$ cat src/rtl/rf_pkg.sv
// Shared types and defaults for the register-file writeback queue.
package rf_pkg;

    localparam int unsigned RF_ADDR_WIDTH = 4;
    localparam int unsigned RF_DATA_WIDTH = 32;

    // One pending register-file write.
    typedef struct packed {
        logic [RF_ADDR_WIDTH-1:0] addr;
        logic [RF_DATA_WIDTH-1:0] data;
    } wb_entry_t;

    // Which producer wins the last free slot.
    typedef enum logic {
        PRIO_ALU = 1'b0,
        PRIO_LSU = 1'b1
    } prio_e;

    // Hand priority to the other producer.
    function automatic prio_e prio_flip(input prio_e p);
        prio_e r;
        case (p)
            PRIO_ALU: r = PRIO_LSU;
            PRIO_LSU: r = PRIO_ALU;
            default:  r = PRIO_ALU;
        endcase
        return r;
    endfunction

endpackage

$ cat src/rtl/wb_fifo.sv
// Writeback storage: circular buffer with two ordered push ports
// (port A lands before port B in the same cycle) and one pop port.
module wb_fifo
    import rf_pkg::*;
#(
    parameter int unsigned DEPTH   = 4,
    parameter type         entry_t = wb_entry_t,
    localparam int unsigned PW     = $clog2(DEPTH),
    localparam int unsigned CW     = $clog2(DEPTH) + 1
) (
    input  logic             clk,
    input  logic             rst,
    input  logic             push_a_i,
    input  entry_t           data_a_i,
    input  logic             push_b_i,
    input  entry_t           data_b_i,
    input  logic             pop_i,
    output entry_t           head_o,
    output logic [CW-1:0]    count_o,
    output entry_t           entries_o [DEPTH],
    output logic [DEPTH-1:0] valid_o
);

    entry_t        mem_q [DEPTH];
    logic [PW-1:0] wr_q;
    logic [PW-1:0] wr_d;
    logic [PW-1:0] rd_q;
    logic [PW-1:0] rd_d;
    logic [CW-1:0] count_q;
    logic [CW-1:0] count_d;
    logic          pop_s;
    logic [PW-1:0] wr_b_s;
    logic [PW-1:0] offset_s;

    // Never pop an empty buffer, whatever the caller asks.
    assign pop_s  = pop_i && (count_q != {CW{1'b0}});
    // Port B takes the slot after port A when both push together.
    assign wr_b_s = push_a_i ? (wr_q + PW'(1)) : wr_q;

    // Pointer and occupancy next-state; pointers wrap naturally at DEPTH.
    always_comb begin
        wr_d    = wr_q + PW'(push_a_i) + PW'(push_b_i);
        count_d = count_q + CW'(push_a_i) + CW'(push_b_i) - CW'(pop_s);
        if (pop_s) begin
            rd_d = rd_q + PW'(1);
        end else begin
            rd_d = rd_q;
        end
    end

    // Pointer and occupancy registers.
    always_ff @(posedge clk or posedge rst) begin
        if (rst) begin
            wr_q    <= {PW{1'b0}};
            rd_q    <= {PW{1'b0}};
            count_q <= {CW{1'b0}};
        end else begin
            wr_q    <= wr_d;
            rd_q    <= rd_d;
            count_q <= count_d;
        end
    end

    // Entry storage writes.
    always_ff @(posedge clk or posedge rst) begin
        if (rst) begin
            for (int i = 0; i < int'(DEPTH); i++) begin
                mem_q[i] <= '0;
            end
        end else begin
            if (push_a_i) begin
                mem_q[wr_q] <= data_a_i;
            end
            if (push_b_i) begin
                mem_q[wr_b_s] <= data_b_i;
            end
        end
    end

    // An entry is live when its distance from the read pointer is below the count.
    always_comb begin
        valid_o  = {DEPTH{1'b0}};
        offset_s = {PW{1'b0}};
        for (int k = 0; k < int'(DEPTH); k++) begin
            offset_s   = PW'(k) - rd_q;
            valid_o[k] = ({1'b0, offset_s} < count_q);
        end
    end

    assign head_o    = mem_q[rd_q];
    assign count_o   = count_q;
    assign entries_o = mem_q;

endmodule

$ cat src/rtl/rf_wb_queue.sv
// Register-file writeback queue: arbitrates ALU and LSU results into a
// small FIFO and drains one write per cycle into a registered write port.
module rf_wb_queue
    import rf_pkg::*;
#(
    parameter int unsigned ADDR_WIDTH = RF_ADDR_WIDTH,
    parameter int unsigned DATA_WIDTH = RF_DATA_WIDTH,
    parameter int unsigned DEPTH      = 4
) (
    input  logic                         clk,
    input  logic                         rst,
    input  logic                         iAluVld,
    output logic                         oAluRdy,
    input  logic [ADDR_WIDTH-1:0]        iAluAddr,
    input  logic [DATA_WIDTH-1:0]        iAluData,
    input  logic                         iLsuVld,
    output logic                         oLsuRdy,
    input  logic [ADDR_WIDTH-1:0]        iLsuAddr,
    input  logic [DATA_WIDTH-1:0]        iLsuData,
    output logic                         oWrEn,
    output logic [ADDR_WIDTH-1:0]        oWrAddr,
    output logic [DATA_WIDTH-1:0]        oWrData,
    output logic [(2**ADDR_WIDTH)-1:1]   oPending,
    output logic [$clog2(DEPTH):0]       oCount
);

    localparam int unsigned CW   = $clog2(DEPTH) + 1;
    localparam int unsigned NREG = 2 ** ADDR_WIDTH;

    typedef struct packed {
        logic [ADDR_WIDTH-1:0] addr;
        logic [DATA_WIDTH-1:0] data;
    } q_entry_t;

    q_entry_t          alu_ent_s;
    q_entry_t          lsu_ent_s;
    q_entry_t          head_s;
    q_entry_t          entries_s [DEPTH];
    logic [DEPTH-1:0]  valid_s;
    logic [CW-1:0]     count_s;
    logic [CW-1:0]     free_s;
    logic              alu_rdy_s;
    logic              lsu_rdy_s;
    logic              alu_push_s;
    logic              lsu_push_s;
    logic              pop_s;
    prio_e             prio_q;
    prio_e             prio_d;
    logic              wr_en_q;
    logic [ADDR_WIDTH-1:0] wr_addr_q;
    logic [DATA_WIDTH-1:0] wr_data_q;
    logic [NREG-1:0]   pending_s;

    assign alu_ent_s = '{addr: iAluAddr, data: iAluData};
    assign lsu_ent_s = '{addr: iLsuAddr, data: iLsuData};

    // Free space is judged on start-of-cycle occupancy; a pop this cycle does not help.
    assign free_s = CW'(DEPTH) - count_s;

    // Grant rules: room for two grants both, one slot goes to the priority
    // port unless it is idle, a full queue grants nobody.
    always_comb begin
        alu_rdy_s = 1'b0;
        lsu_rdy_s = 1'b0;
        if (free_s >= CW'(2)) begin
            alu_rdy_s = 1'b1;
            lsu_rdy_s = 1'b1;
        end else if (free_s == CW'(1)) begin
            if (prio_q == PRIO_ALU) begin
                alu_rdy_s = 1'b1;
                lsu_rdy_s = ~iAluVld;
            end else begin
                lsu_rdy_s = 1'b1;
                alu_rdy_s = ~iLsuVld;
            end
        end else begin
            alu_rdy_s = 1'b0;
            lsu_rdy_s = 1'b0;
        end
    end

    assign oAluRdy = alu_rdy_s;
    assign oLsuRdy = lsu_rdy_s;

    // Writes to register 0 complete the handshake but are dropped.
    assign alu_push_s = iAluVld && alu_rdy_s && (iAluAddr != {ADDR_WIDTH{1'b0}});
    assign lsu_push_s = iLsuVld && lsu_rdy_s && (iLsuAddr != {ADDR_WIDTH{1'b0}});
    assign pop_s      = (count_s != {CW{1'b0}});

    wb_fifo #(
        .DEPTH   (DEPTH),
        .entry_t (q_entry_t)
    ) u_fifo (
        .clk       (clk),
        .rst       (rst),
        .push_a_i  (alu_push_s),
        .data_a_i  (alu_ent_s),
        .push_b_i  (lsu_push_s),
        .data_b_i  (lsu_ent_s),
        .pop_i     (pop_s),
        .head_o    (head_s),
        .count_o   (count_s),
        .entries_o (entries_s),
        .valid_o   (valid_s)
    );

    // Priority flips only after a contested last slot.
    always_comb begin
        if ((free_s == CW'(1)) && iAluVld && iLsuVld) begin
            prio_d = prio_flip(prio_q);
        end else begin
            prio_d = prio_q;
        end
    end

    // Priority state register.
    always_ff @(posedge clk or posedge rst) begin
        if (rst) begin
            prio_q <= PRIO_ALU;
        end else begin
            prio_q <= prio_d;
        end
    end

    // Write-port register: head of queue moves out every cycle it exists.
    always_ff @(posedge clk or posedge rst) begin
        if (rst) begin
            wr_en_q   <= 1'b0;
            wr_addr_q <= {ADDR_WIDTH{1'b0}};
            wr_data_q <= {DATA_WIDTH{1'b0}};
        end else if (pop_s) begin
            wr_en_q   <= 1'b1;
            wr_addr_q <= head_s.addr;
            wr_data_q <= head_s.data;
        end else begin
            wr_en_q   <= 1'b0;
        end
    end

    assign oWrEn   = wr_en_q;
    assign oWrAddr = wr_addr_q;
    assign oWrData = wr_data_q;
    assign oCount  = count_s;

    // A register is pending while queued or while sitting on the write port.
    always_comb begin
        pending_s = {NREG{1'b0}};
        for (int k = 0; k < int'(DEPTH); k++) begin
            if (valid_s[k]) begin
                pending_s[entries_s[k].addr] = 1'b1;
            end
        end
        if (wr_en_q) begin
            pending_s[wr_addr_q] = 1'b1;
        end
    end

    assign oPending = pending_s[NREG-1:1];

endmodule
$ cat config.mk
export PLATFORM = sky130hd
export DESIGN_NAME = rf_wb_queue
export DESIGN_NICKNAME = d
export VERILOG_FILES = /design/src/rtl/rf_pkg.sv /design/src/rtl/wb_fifo.sv /design/src/rtl/rf_wb_queue.sv
export SDC_FILE = /design/constraint.sdc
export NUM_CORES = 1
export LEC_CHECK = 0
export CORE_ASPECT_RATIO = 0.8
export CORE_MARGIN = 5
export CORE_UTILIZATION = 55
export CTS_CLUSTER_DIAMETER = 30
export DETAILED_ROUTE_END_ITERATION = 10
export PLACE_DENSITY_LB_ADDON = 0.3
export SLEW_MARGIN = 20
export SYNTH_ARGS = -nofsm -noshare
export SYNTH_HDL_FRONTEND = slang
export SYNTH_SLANG_ARGS = --single-unit
$ cat constraint.sdc
create_clock -name clk -period 11.2 [get_ports clk]
set_clock_uncertainty 0.1 [all_clocks]
set_input_delay 1.68 -clock clk [delete_from_list [all_inputs] [get_ports clk]]
set_output_delay 1.68 -clock clk [all_outputs]
set_load 0.02 [all_outputs]
==> out/metrics.csv <==
metric,value,unit
Critical Path Sink Type,output pin,
worst skew pair latency,0.43,ns
"Reg clk slew, reported paths",0.07,ns
maxcap violations,0,
Post-CTS Hold Buffers,0,
Final Critical Period,5.73,ns
post-route antenna net violation count,0,
Hold WC Path Type,flip-flop to flip-flop,
Pre-Repair DR Iteration Count,5,
PostCTS Resize Cnt,0,
Pwr Density,343,nW/µm²
# setup viols final,0,
Sw Ratio,37.6,%
DRC Markers,0,
RSZ-0062 raised after global routing,false,
"Net Count, Synth",942,
worst reg2reg setup slack,7.67,ns
worst-path fanout max,39,
row cnt,45,
number of global-route vias before repair,7669,
vias per cell,5.91,
power share of the combinational group,55.2,%
CP startpoint,u_fifo.rd_q[1],
largest area contributor in the netlist,dfrtp_1,
Non-Filler Instances,1234,
CP required,9.42,ns
htree depth,4,
fin crit share,51.2,%
sw power,1650,µW
Initial Util,56.3,%
placed insts,1200,
Cells after Synth,850,
most frequent cells in the layout,"mux2_2 (236), dfrtp_1 (187), clkdlybuf4s50_1 (132)",
die extent in x,167,µm
actual slew at the worst max-slew pin,1.17,ns
reg2reg path depth,8,
1st-iter DRT viols,482,
CTS tree,yes,
GRT overflow,0,
initial antenna violation count,3,
worst rel slew slack,21.8,%
"leading cell type in the layout, fill and taps excluded",mux2_2,
Setup TNS,0,ns
aggregate global-route resource usage,23.6,%
CP endpoint,oPending[9],
number of synthesized flops with an enable pin,0,
Die Area,22500,µm²
Internal,2750,µW
largest net degree at the start of global routing,132,
FMAX,175,MHz
worst setup path class,flip-flop to output pin,
GP Congestion,0.962,
fin. max-slew vios,0,
fraction of layout cells with a size suffix above 1,35.7,%
final hold vios,0,
clock root buffer,clkbuf_16,
Sequential Power Share,30.8,%
register area share after synthesis,43.8,%
Die Height,135,µm
drt wl/cell,21.3,µm
Yosys cell types,50,
Detailed Route WL,26300,µm
setup repair bufs after CTS,0,
Synth-to-Final Area Change,19.0,%
CTS Buf Count,17,
IO buf count,132,
largest cells by area after synthesis,"dfrtp_1 (44%), mux2_2 (25%), mux4_2 (7.5%)",
LEAKAGE,0.00544,µW
Clk pwr share,14.0,%
worst r2r src,u_fifo.count_o[1],
Async SR Flop Fraction,100,%
DP HPWL,16200,µm
syn_area_per_cell,12.7,µm²
reg2reg end,u_fifo.entries_o[115],
peak supply drop,223,µV
"Warnings, synthesis",0,
area share of the largest cell type after synthesis,43.8,%
via count,7293,
nets@finish,1053,
ys flop type,dfrtp_1,
CTS sink count,189,
synthesized flop and latch total,189,
Worst setup SP type,flip-flop,
Tot Pwr,4400,µW
clk buf depth,2,
area of the core,19100,µm²
status,completed,
first-pass GRT wire length,42300,µm
# IOs,133,
critical path data arrival time,3.95,ns
Mapped Area,10800,µm²
-- sequential cells by signal, summed over array words and instances, names as in the netlist --
register,count
prio_q,1
oWrAddr,4
u_fifo.entries_o,144
u_fifo.wr_q,2
oWrEn,1
u_fifo.count_o,3
u_fifo.rd_q,2
oWrData,32
-- layout make-up --
| cell class | instances | area, µm² |
|---|---|---|
| antenna | 2 | 5.00 |
| clock buffer | 20 | 457 |
| clock inverter | 12 | 138 |
| fill | 1442 | 6310 |
| inverter | 18 | 75.1 |
| multi-input combinational | 596 | 5730 |
| sequential | 189 | 4730 |
| tap | 258 | 323 |
| timing repair buffer | 139 | 1370 |
-- power by group through the flow --
stage               sequential (µW)  clock, µW  combinational, µW
floorplan                      1310          0               1790
global placement               1350          0               2380
detailed placement             1360          0               2430
finish                         1360        614               2430
global route                   1400        653               2620
CTS                            1350        622               2440
-- per-layer routing --
metal	GRT usage [%]	routed length (µm)
met3	5.89	1630
met5	0	13
met4	5.54	239
met1	33.1	12000
met2	37.4	12400
-- synth_stat cells (3+ instances only) --
cell type	number
ha_1	13
buf_6	9
buf_2	9
nor3_1	8
o32ai_1	5
mux2_1	32
nand3_1	6
dfrtp_1	189
buf_1	10
o31ai_1	6
o21ai_0	13
nor2b_1	4
or3_1	13
clkbuf_1	17
nand2_1	129
o22ai_1	8
o211ai_1	7
a21oi_1	3
nand2b_1	10
xnor2_1	6
mux2_2	236
mux2_4	20
nor2_1	7
inv_1	17
fa_1	3
mux4_2	36
nand3b_1	5
-- kinds of logic (layout without fill, tap and decap cells) --
group	Yosys count	count (layout)	share of synthesized area [%]
AOI/OAI and AO/OA	48	48	3.26
xor gates and xnor gates	8	8	0.719
adders and majority gates	16	16	2.06
buffers and inverters	65	189	3.06
DFF	189	189	43.8
muxes	325	325	38.4
other	0	2	0
and+or+nand+nor	199	199	8.64
-- per-stage QoR --
step           utilization (%)  cell area [µm²]  worst slack [ns]  hold slack, ns
6_report                  67.1            12800              5.47           0.368
5_1_grt                   67.1            12800              5.27           0.388
4_1_cts                   67.0            12800              5.55           0.374
3_5_place_dp              63.9            12200              6.03           0.357
3_3_place_gp              63.9            12200              6.06           0.352
2_1_floorplan                -            10800              4.28           0.368
-- how the worst min path moves through the flow --
| stage | to | cells after the start | slack (ns) | from |
|---|---|---|---|---|
| after floorplan | prio_q | 1 | 0.37 | prio_q |
| after global placement | oWrData[24] | 2 | 0.35 | oWrData[24] |
| after detailed placement | oWrData[20] | 2 | 0.36 | oWrData[20] |
| after CTS | oWrData[20] | 2 | 0.37 | oWrData[20] |
| after global routing | oWrData[20] | 2 | 0.39 | oWrData[20] |
| final | oWrData[20] | 2 | 0.37 | oWrData[20] |
-- worst max-delay path, cell delays in order, from the launching register on --
cell and delay, ns:
dfrtp_2 1.12, inv_1 0.19, ha_1 0.36, a21oi_1 0.04, o21ai_0 0.50, nand3_1 0.30
o32ai_1 0.29, or3_1 0.15, clkdlybuf4s50_1 0.59
No activity file was read; power rests on OpenSTA's default activity.
